**src/rtl/frame_tx_stream.sv**
```systemverilog
// Ethernet II frame transmitter with a streamed payload.
// Serialises preamble/SFD, header, payload, zero pad and FCS onto a byte bus, one byte per clk.
// The FSM state names the segment of the byte that the next clock edge will emit.
module frame_tx_stream #(
  parameter int unsigned MIN_PAYLOAD = 46,
  parameter int unsigned MAX_PAYLOAD = 1500,
  parameter int unsigned IFG_CYCLES  = 12,
  parameter int unsigned PREAMBLE_EN = 1,
  parameter int unsigned FCS_EN      = 1
) (
  input  logic        clk,
  input  logic        rst,
  input  logic        start,
  input  logic [47:0] dest_addr,
  input  logic [47:0] src_addr,
  input  logic [15:0] eth_type,
  input  logic [7:0]  pl_data,
  input  logic        pl_valid,
  input  logic        pl_last,
  output logic        pl_ready,
  output logic [7:0]  tx_out,
  output logic        tx_en,
  output logic        tx_done,
  output logic        tx_err,
  output logic        busy
);

  localparam logic [10:0] MinPl  = 11'(MIN_PAYLOAD);
  localparam logic [10:0] MaxPl  = 11'(MAX_PAYLOAD);
  localparam logic [15:0] IfgLen = 16'(IFG_CYCLES);

  typedef enum logic [3:0] {
    StIdle, StPre, StSfd, StDst, StSrc, StTyp, StPay, StPad, StFcs, StIfg
  } state_e;

  localparam state_e AfterData = (FCS_EN != 0) ? StFcs : StIfg;

  state_e      state_q;
  logic [15:0] cnt_q;
  logic [10:0] pay_cnt_q;
  logic        ovf_q;
  logic [31:0] crc_q;
  logic [47:0] dst_q;
  logic [47:0] src_q;
  logic [15:0] typ_q;

  logic [7:0]  data_byte;
  logic [31:0] crc_upd;
  logic [10:0] pay_inc;
  logic [31:0] fcs_word;
  logic [7:0]  fcs_byte;

  // Reflected CRC-32 (poly 0x04C11DB7), one byte, LSB first.
  function automatic logic [31:0] crc_next(input logic [31:0] c, input logic [7:0] d);
    logic [31:0] r;
    r = c ^ {24'h0, d};
    for (int i = 0; i < 8; i++) begin
      r = r[0] ? ((r >> 1) ^ 32'hEDB88320) : (r >> 1);
    end
    return r;
  endfunction

  // Byte idx of a MAC address, most significant byte first.
  function automatic logic [7:0] addr_byte(input logic [47:0] a, input logic [2:0] idx);
    return a[8*(5-int'(idx)) +: 8];
  endfunction

  // Byte that the next edge emits for CRC-covered states, plus the CRC after it.
  always_comb begin
    data_byte = 8'h00;
    case (state_q)
      StDst:   data_byte = addr_byte(dst_q, cnt_q[2:0]);
      StSrc:   data_byte = addr_byte(src_q, cnt_q[2:0]);
      StTyp:   data_byte = cnt_q[0] ? typ_q[7:0] : typ_q[15:8];
      StPay:   data_byte = pl_data;
      default: data_byte = 8'h00;
    endcase
    crc_upd  = crc_next(crc_q, data_byte);
    pay_inc  = (pay_cnt_q == 11'h7FF) ? pay_cnt_q : pay_cnt_q + 11'd1;
    fcs_word = ~crc_q;
    fcs_byte = fcs_word[8*int'(cnt_q[1:0]) +: 8];
  end

  // Handshake and status decoded from the state register.
  always_comb begin
    pl_ready = (state_q == StPay) && !ovf_q;
    busy     = (state_q != StIdle);
  end

  // Frame sequencer with registered byte-bus outputs.
  always_ff @(posedge clk or posedge rst) begin
    if (rst) begin
      state_q   <= StIdle;
      cnt_q     <= '0;
      pay_cnt_q <= '0;
      ovf_q     <= 1'b0;
      crc_q     <= '0;
      dst_q     <= '0;
      src_q     <= '0;
      typ_q     <= '0;
      tx_out    <= 8'h00;
      tx_en     <= 1'b0;
      tx_done   <= 1'b0;
      tx_err    <= 1'b0;
    end else begin
      tx_done <= 1'b0;
      tx_err  <= 1'b0;
      case (state_q)
        StIdle: begin
          tx_out <= 8'h00;
          tx_en  <= 1'b0;
          if (start) begin
            dst_q     <= dest_addr;
            src_q     <= src_addr;
            typ_q     <= eth_type;
            pay_cnt_q <= '0;
            ovf_q     <= 1'b0;
            tx_en     <= 1'b1;
            cnt_q     <= 16'd1;
            // First byte goes out straight from the inputs being latched.
            if (PREAMBLE_EN != 0) begin
              tx_out  <= 8'h55;
              crc_q   <= 32'hFFFFFFFF;
              state_q <= StPre;
            end else begin
              tx_out  <= dest_addr[47:40];
              crc_q   <= crc_next(32'hFFFFFFFF, dest_addr[47:40]);
              state_q <= StDst;
            end
          end
        end
        StPre: begin
          tx_out <= 8'h55;
          tx_en  <= 1'b1;
          if (cnt_q == 16'd6) begin
            state_q <= StSfd;
            cnt_q   <= '0;
          end else begin
            cnt_q <= cnt_q + 16'd1;
          end
        end
        StSfd: begin
          tx_out  <= 8'hD5;
          tx_en   <= 1'b1;
          state_q <= StDst;
          cnt_q   <= '0;
        end
        StDst, StSrc, StTyp: begin
          tx_out <= data_byte;
          tx_en  <= 1'b1;
          crc_q  <= crc_upd;
          if (state_q == StTyp && cnt_q == 16'd1) begin
            state_q <= StPay;
            cnt_q   <= '0;
          end else if (state_q != StTyp && cnt_q == 16'd5) begin
            state_q <= (state_q == StDst) ? StSrc : StTyp;
            cnt_q   <= '0;
          end else begin
            cnt_q <= cnt_q + 16'd1;
          end
        end
        StPay: begin
          if (!pl_valid || ovf_q) begin
            // Underrun or oversize: drop the frame, the abort cycle is the first gap cycle.
            tx_out  <= 8'h00;
            tx_en   <= 1'b0;
            tx_err  <= 1'b1;
            ovf_q   <= 1'b0;
            state_q <= StIfg;
            cnt_q   <= 16'd1;
          end else begin
            tx_out    <= data_byte;
            tx_en     <= 1'b1;
            crc_q     <= crc_upd;
            pay_cnt_q <= pay_inc;
            cnt_q     <= '0;
            if (pl_last) begin
              state_q <= (pay_inc >= MinPl) ? AfterData : StPad;
            end else if (pay_inc >= MaxPl) begin
              ovf_q <= 1'b1;
            end
          end
        end
        StPad: begin
          tx_out    <= 8'h00;
          tx_en     <= 1'b1;
          crc_q     <= crc_upd;
          pay_cnt_q <= pay_inc;
          cnt_q     <= '0;
          if (pay_inc >= MinPl) state_q <= AfterData;
        end
        StFcs: begin
          tx_out <= fcs_byte;
          tx_en  <= 1'b1;
          if (cnt_q == 16'd3) begin
            state_q <= StIfg;
            cnt_q   <= '0;
          end else begin
            cnt_q <= cnt_q + 16'd1;
          end
        end
        StIfg: begin
          tx_out  <= 8'h00;
          tx_en   <= 1'b0;
          // cnt_q is 0 only on the normal-completion path, never after an abort.
          tx_done <= (cnt_q == 16'd0);
          if (cnt_q >= IfgLen) begin
            state_q <= StIdle;
            cnt_q   <= '0;
          end else begin
            cnt_q <= cnt_q + 16'd1;
          end
        end
        default: begin
          state_q <= StIdle;
          tx_out  <= 8'h00;
          tx_en   <= 1'b0;
        end
      endcase
    end
  end

endmodule

```
**config.mk**
```make
export PLATFORM = sky130hd
export DESIGN_NAME = frame_tx_stream
export DESIGN_NICKNAME = d
export VERILOG_FILES = /design/src/rtl/frame_tx_stream.sv
export SDC_FILE = /design/constraint.sdc
export NUM_CORES = 1
export LEC_CHECK = 0
export ABC_AREA = 1
export CAP_MARGIN = 20
export CORE_UTILIZATION = 40
export DETAILED_ROUTE_END_ITERATION = 12
export SYNTH_ARGS = -nofsm -noshare
export SYNTH_HDL_FRONTEND = slang
export SYNTH_SLANG_ARGS = --single-unit
```
**constraint.sdc**
```tcl
create_clock -name clk -period 17 [get_ports clk]
set_input_delay 2.55 -clock clk [delete_from_list [all_inputs] [get_ports clk]]
set_output_delay 2.55 -clock clk [all_outputs]
set_load 0.02 [all_outputs]
```
==> results.txt, run 1 <==
- In this run the power density over the cells is 189.2 nW/um^2.
- Fraction of synthesized cell area taken by the top area cell type: 43.46%
* Final core area utilization: 49.49%
- Critical path data required time: 17.33 ns
* Routed vias: 9,859
- TritonCTS built the clock tree.
* Number of top-level pins: 138
- Highest ir drop seen on vdd: 0.09514 mV
* Largest stage delay on the critical path: 0.45 ns
- In the post-synthesis netlist, the biggest area contributors are sky130_fd_sc_hd__dfrtp_1, sky130_fd_sc_hd__nand2_1, sky130_fd_sc_hd__inv_1, sky130_fd_sc_hd__nand3_1, sky130_fd_sc_hd__o21ai_0.
* Fin crit share: 29.66%
- Cell Count, Final, Fillers Out: 1,942
- Post-route antenna net violation count: 0
* Critical-path cell list: clkdlybuf4s50_1 > nand2_1 > inv_1 > nor2_4 > nor3_2 > nor2_2 > inv_2 > nor2_4 > inv_2 > nand2_2 > inv_2 > o21ai_0 > o22ai_1 > inv_1
- Die footprint: 27,580 um^2
- Maximum count of clock buffers along a single path: 2
- Compared with the post-synthesis result, the final layout area differs by 20.44%.
- TritonCTS created 17 clock buffers.
- Max-cap viol count: 0
- The routed design has 31,700 um of wire.
* Overall die height: 166.1 um
* Critical Path Start Type: input pin
* Status: complete, but fails checks
- Wire length on met2: 14,070 um
* Tightest Pin Transition: 0.9137 ns
- Synthesis handed over a netlist of 1,488 instances.
- Hold violation count in the final report: 0
- In this run the top signal layer used is met4.
- Global routing consumed, over all layers together, 23.60% of the routing resources.
- In this run, distinct cell masters in the synthesized netlist total 47.
- Final slew viol count: 0
- The number of nets in the synthesized netlist is 1,621.
- Number of placement rows: 59
* Cell type contributing the most total cell area after synthesis: sky130_fd_sc_hd__dfrtp_1
- Sequential element share of the synthesized area: 43.46%
- In this run the tightest slew margin relative to its limit is 39.09%.
- At the later pin of the worst-skew pair, clock insertion delay measures 0.45 ns.
* Number of iterations in the first detailed-routing pass: 12
* Proportion of register bits with asynchronous set or reset after synthesis: 100.0%
- Critical path data arrival time: 5.37 ns
* Worst path slowest cell: sky130_fd_sc_hd__clkdlybuf4s50_1
- The number of global-route vias before repair came to 9,516.
- Post-synth EDFFs: 0
- Fraction of layout instances using a drive strength above 1: 6.783%
* DRC violations left: 12
- Standard cell core area: 26,210 um^2
- Final-report setup violation count: 0
* Most numerous cell on the critical path: sky130_fd_sc_hd__inv_2
- Grouping stages by cell kind, the critical path spends the most delay in buffers and inverters.
* Summed instance area of the synthesized netlist: 10,770 um^2
- Most frequent standard cell in the layout excluding fill and tap cells: sky130_fd_sc_hd__nand2_1
- For this run, the post-layout net count is 1,727.
* H-tree lvl count: 4
- Clock tree synthesis found a total of 187 sinks.
* Global-route wire length before repair: 51,580 um
* Post-layout minimum cycle time: 5.041 ns
* Main flop type after synthesis: sky130_fd_sc_hd__dfrtp_1
* Syn Area/Cell: 7.236 um^2
- Starting density of the core: 41.09%
- Static timing analysis puts the maximum clock frequency at 198.4 MHz.
- The total overflow left after global routing is 0.
- Setup tns final: 0 ns
- Once placement completed, the tool counted placed cells totaling 1,910.
- Entering global routing, the biggest net connects 207 pins.
* Type of element capturing the critical path: flip-flop
* Final antenna diode count: 0
- CTS placed an instance of sky130_fd_sc_hd__clkbuf_16 at the clock tree root.
- For the final database, setup skew stands at 0.01461 ns.
- After the first detailed-routing iteration, the DRC count stood at 1,022.
- Avg WL per Cell: 16.32 um
- P_leak: 6.188 nW
- Count of buffers inserted at the top-level ports: 137
- In this run the worst path has a maximum fanout of 28.
- Hold-fix buffers at CTS: 0
- The final reports fail on DRC.
* Vias per Instance: 5.077
- The routed design uses 1879 um of met3 wire.
- The initial antenna violation count was 0.
- After clock tree synthesis, the clock-pin slew on the worst setup and hold paths is 0.07 ns.
- The completed layout was analyzed and its total power is 2.454 mW.
- Setup repair after global routing left no endpoint under its margin.
* Count of state elements after synthesis: 187
- Post-CTS setup buffers: 0
- Detailed placement ended at an HPWL of 22,100 um.
* Number of warning messages in the yosys log: 0
- In this run the horizontal extent of the chip is 166.1 um.
- WP buf/inv: 6
* Type of the setup path with the least slack: in -> reg
- Commonest non-fill, non-tap cells in the layout: sky130_fd_sc_hd__nand2_1, sky130_fd_sc_hd__inv_1, sky130_fd_sc_hd__dfrtp_1
* Routed length on met1: 15,370 um
- CTS-repair resized insts: 0
- The worst hold path belongs to the class reg -> reg.
* Final RePlAce weighted congestion: 0.8767
## metrics by stage
stage	cell area (um^2)	setup slack, ns	hold WS [ns]
6_report	12970	11.96	0.4731
3_5_place_dp	12370	11.54	0.4551
2_1_floorplan	10770	9.365	0.4367
4_1_cts	12970	12.01	0.4739
3_3_place_gp	12370	11.67	0.4502
5_1_grt	12970	11.69	0.4863
## registers in the layout, indices dropped and copies added (netlist names)
signal,cells
crc_q,32
tx_out,8
cnt_q,16
tx_en,1
state_q,4
typ_q,16
pay_cnt_q,11
tx_done,1
ovf_q,1
tx_err,1
src_q,48
dst_q,48
## power by group
group          leakage [nW]  switching, mW  internal, mW
clock network         0.296          0.199         0.211
logic                  3.62          0.923         0.429
registers              2.27         0.0739         0.618
## cells by family after synthesis
logic type	count (synthesis)	share of synthesized area, %
DFF	187	43.46
and+or+nand+nor	729	29.70
buffers and inverters	285	10.47
xor gates and xnor gates	32	2.603
adders and majority gates	8	0.9296
AOI/OAI and AO/OA	247	12.84
## worst paths after layout
kind | from | to | slack, ns | cells after the start
worst max register to register | state_q[0] | crc_q[6] | 13.41 | 13
worst min register to register | src_q[46] | src_q[46] | 0.47 | 2
worst max-delay path | pl_valid | crc_q[6] | 11.96 | 14
worst min-delay path | src_q[46] | src_q[46] | 0.47 | 2
min in group asynchronous | rst | cnt_q[7] | 2.51 | 2
max in group asynchronous | rst | crc_q[7] | 13.18 | 3
## cell usage after synthesis, drive strengths merged (2+ instances only)
library cell / number
a21oi: 40
nand2: 475
a211oi: 3
inv: 223
nand3: 141
or2: 5
nor2: 70
dfrtp: 187
clkinv: 4
nand3b: 2
nor3: 12
a21boi: 2
nor3b: 4
xnor2: 4
o21ai: 155
xor2: 28
clkbuf: 40
buf: 18
nand4: 15
ha: 8
o22ai: 23
a32o: 11
nor4: 4
o211ai: 6
## final cells by class
class	instances	area [um^2]
timing repair buffer	145	1444
fill	2619	13240
clock buffer	17	425.4
inverter	227	857.1
sequential	187	4681
tap	335	419.2
clock inverter	15	173.9
multi-input combinational	1016	4969
## per-layer routing
metal | vias up | track usage [%]
met4 | 0 | 5.486
li1 | 4961 | -
met5 | - | 0
met3 | 26 | 4.147
met1 | 4597 | 34.25
met2 | 275 | 36.53
## worst min-delay path, cell delays in order, from the launching register on
cell and delay, ns:
sky130_fd_sc_hd__dfrtp_1 0.34, sky130_fd_sc_hd__nand2_1 0.05, sky130_fd_sc_hd__nand2_1 0.05
Note: power is estimated with default switching activity, not from simulation.
==> inputs of run 2 (changes only) <==
==> constraint.sdc (replaced) <==
create_clock -name clk -period 4.45 [get_ports clk]
set_input_delay 0.6675 -clock clk [delete_from_list [all_inputs] [get_ports clk]]
set_output_delay 0.6675 -clock clk [all_outputs]
set_load 0.02 [all_outputs]
==> results.txt, run 2 (synthesized netlist as in run 1, its figures left out) <==
- Status: complete, but fails checks (unchanged)
- Failing checks: DRC (unchanged)
- The required time at the worst-slack endpoint is 4.76 ns (was 17.33 ns).
- The internal power component came to 4.839 mW (was 1.258 mW).
* Placed wire-length estimate: 23,070 um (was 22,100 um)
- WHS Path Cells: 2 (unchanged)
* Avg WL per Cell: 16.26 um (was 16.32 um)
- TritonCTS clock tree: yes (unchanged)
* R2r startpoint: state_q[2] (was state_q[0])
- Layout Skew: 0.01943 ns (was 0.01461 ns)
- The final wirelength is 31,760 um (was 31,700 um).
- The sort of element at the start of the critical path was a flip-flop (was input pin).
- Final-report setup violation count: 0 (unchanged)
* Worst path slowest cell: sky130_fd_sc_hd__nand2_2 (was sky130_fd_sc_hd__clkdlybuf4s50_1)
- The most common cell after layout, fill and taps aside is sky130_fd_sc_hd__nand2_1 (unchanged).
- Max-cap viol count: 0 (unchanged)
* Net switching power: 4.708 mW (was 1.196 mW)
* Commonest non-fill, non-tap cells in the layout: sky130_fd_sc_hd__nand2_1, sky130_fd_sc_hd__inv_1, sky130_fd_sc_hd__dfrtp_1 (unchanged)
* Proportion of power drawn by flip-flops and latches: 27.7% (was 28.2%)
* Final antenna diode count: 0 (unchanged)
- Worst reg-to-reg path cell count: 19 (was 13)
* All-Layer GR Usage: 23.54% (was 23.60%)
* Sum of overflow across all layers after global routing: 0 (unchanged)
- The effective utilization at floorplan was 41.09% (unchanged).
- Hold-fix buffers at CTS: 0 (unchanged)
* # fillers: 2,528 (was 2,619)
* Biggest registers after layout: dst_q: 48 flops, src_q: 48 flops, crc_q: 32 flops (unchanged)
* Die X: 166.1 um (unchanged)
- The areal power density over the cells was 727.7 nW/um^2 (was 189.2 nW/um^2).
* Max Clk Rate: 287.9 MHz
- The number of global-route vias before repair is 9,506 (was 9,516).
* Post-route antenna net violation count: 0 (unchanged)
- Global-route wire length before repair: 51,160 um (was 51,580 um)
- Net total in the final layout: 1,738 (was 1,727)
- The clock-pin slew of the registers on the worst-case setup and hold paths was 0.08 ns (was 0.07 ns).
- Worst reg-to-reg setup slack: 0.98 ns (was 13.41 ns)
- The total CTS buffers was 17 (unchanged).
- Crit-path max FO: 38 (was 28)
- The post-route non-filler standard cell count was 1,953 (was 1,942).
* Part of the power in combinational logic: 55.1% (about the same)
- Clk Tree Root Cell: sky130_fd_sc_hd__clkbuf_16 (unchanged)
- The hold violation count in the final report is 0 (unchanged).
- DP Cell Count: 1,921 (was 1,910)
- RSZ-0062 raised after global routing: false (unchanged)
- Fraction of layout instances using a drive strength above 1: 7.417% (was 6.783%)
- Tightest Pin Transition: 0.8928 ns (was 0.9137 ns)
- The final weighted congestion in routability-driven placement was 0.9136 (was 0.8767).
- Fin crit share: 78.06%
* End of the worst register-to-register path: crc_q[5] (was crc_q[6])
- Setup tns final: 0 ns (unchanged)
- The number of levels in the clock H-tree was 4 (unchanged).
- The area growth from synthesis to final layout was 21.85% (was 20.44%).
* Largest net degree at the start of global routing: 167 (was 207)
- WP buf/inv: 2 (was 6)
- Final slew viol count: 0 (unchanged)
* Vias per Instance: 5.098 (was 5.077)
* Worst min-delay path endpoint: src_q[44] (was src_q[46])
- Type of element capturing the critical path: flip-flop (unchanged)
- The iteration count of the initial detailed-routing pass is 9 (was 12).
* Routed vias: 9,956 (was 9,859)
- The total of cells resized after clock tree synthesis came to 0 (unchanged).
- The leakage power total was 6.258 nW (was 6.188 nW).
- Die footprint: 27,580 um^2 (unchanged)
- Critical-path cell list: inv_2 > nor2_8 > nand2_2 > buf_4 > nand2_1 > nand3_1 > nand3_1 > nand3_1 > nand2_1 > nand2_1 > nand2_1 > nand2_1 > nand2_4 > nand2_1 > nand2_2 > nor2_1 > nand3_1 > nand2_1 > o22ai_1 (was clkdlybuf4s50_1 > nand2_1 > inv_1 > nor2_4 > nor3_2 > nor2_2 > inv_2 > nor2_4 > inv_2 > nand2_2 > inv_2 > o21ai_0 > o22ai_1 > inv_1)
- Initial antenna violation count: 0 (unchanged)
- The beginning of the worst hold path is src_q[44] (was src_q[46]).
- The height of the chip is 166.1 um (unchanged).
- The post-detailed-route DRC marker count came to 15 (was 12).
* Critical path data arrival time: 3.78 ns (was 5.37 ns)
* Standard cell core area: 26,210 um^2 (unchanged)
- The class of the tightest hold or removal check is reg -> reg (unchanged).
* Highest ir drop seen on vdd: 0.3577 mV (was 0.09514 mV)
- The count of boundary I/O pins was 138 (unchanged).
- Worst rel slew slack: 40.36% (was 39.09%)
- The TritonCTS sink count came to 187 (unchanged).
* Most numerous cell on the critical path: sky130_fd_sc_hd__nand2_1 (was sky130_fd_sc_hd__inv_2)
* Number of DRC markers after the initial detailed-route iteration: 943 (was 1,022)
- The total number of placement rows came to 59 (unchanged).
- Post-layout minimum cycle time: 3.474 ns
- The proportion of power drawn by the clock network was 17.2% (was 16.7%).
* Maximum count of clock buffers along a single path: 2 (unchanged)
- Count of buffers inserted at the top-level ports: 137 (unchanged)
* Kind of cell adding the most delay to the critical path: simple AND/OR/NAND/NOR gates (was buffers and inverters)
* Post-CTS setup buffers: 0 (unchanged)
* Largest stage delay on the critical path: 0.52 ns (was 0.45 ns)
- The fraction of power spent switching nets came to 49.32% (was 48.73%).
- The insertion delay of the later-clocked pin in the worst-skew pair was 0.46 ns (was 0.45 ns).
- The critical path class was reg -> reg (was in -> reg).
run 2: worst max path at each step:
stage           endpoint  cells past startpoint  startpoint  slack, ns
3_3_place_gp   crc_q[27]                     17  state_q[3]       1.14
5_1_grt        crc_q[20]                     22  state_q[2]       0.70
3_5_place_dp   cnt_q[12]                     11  state_q[2]       1.06
4_1_cts        cnt_q[13]                     11  state_q[2]       1.05
2_1_floorplan  crc_q[17]                     22    cnt_q[1]       1.30
6_report        crc_q[5]                     19  state_q[2]       0.98
run 2: power groups by stage:
stage	Combinational, mW	Sequential [mW]	Clock, mW
finish	5.26	2.64	1.64
global route	5.87	2.71	1.74
CTS	5.23	2.64	1.67
detailed placement	5.20	2.67	0
global placement	5.14	2.67	0
floorplan	3.74	2.64	0
run 2: through the flow:
stage	utilization (%)	hold WS [ns]	setup WS (ns)	instance area (um^2)	power, mW
6_report	50.06	0.4730	0.9762	13120	9.547
5_1_grt	50.06	0.4979	0.6992	13120	10.33
4_1_cts	50.06	0.4766	1.046	13120	9.542
3_5_place_dp	47.61	0.4577	1.063	12480	7.872
3_3_place_gp	47.61	0.4566	1.136	12480	7.809
2_1_floorplan	-	0.4367	1.296	10770	6.384
run 2: layer usage:
layer / part of all wire, % / track usage [%] / vias to the layer above
met1: 48 / 34.10 / 4661
met2: 45 / 36.91 / 274
met4: 1.6 / 5.526 / 0
met5: 0 / 0 / -
met3: 5.6 / 3.575 / 36
li1: - / - / 4985
run 2: worst register-to-register path: cells and delay by family, from the launching register on:
family / cells / cell delay (ns)
simple gates: 16 / 2.35
buf+inv: 2 / 0.47
flops: 1 / 0.43
compound gates: 1 / 0.08
run 2: area by class of cell:
type | count | area, um^2 | area share [%]
clock buffers | 17 | 425.4 | 3.242
clock inverters | 15 | 219.0 | 1.669
inverters | 227 | 855.8 | 6.523
multi-input cells | 1016 | 4969 | 37.87
flip-flops and latches | 187 | 4681 | 35.68
well taps | 335 | 419.2 | 3.195
repair buffers | 156 | 1551 | 11.83
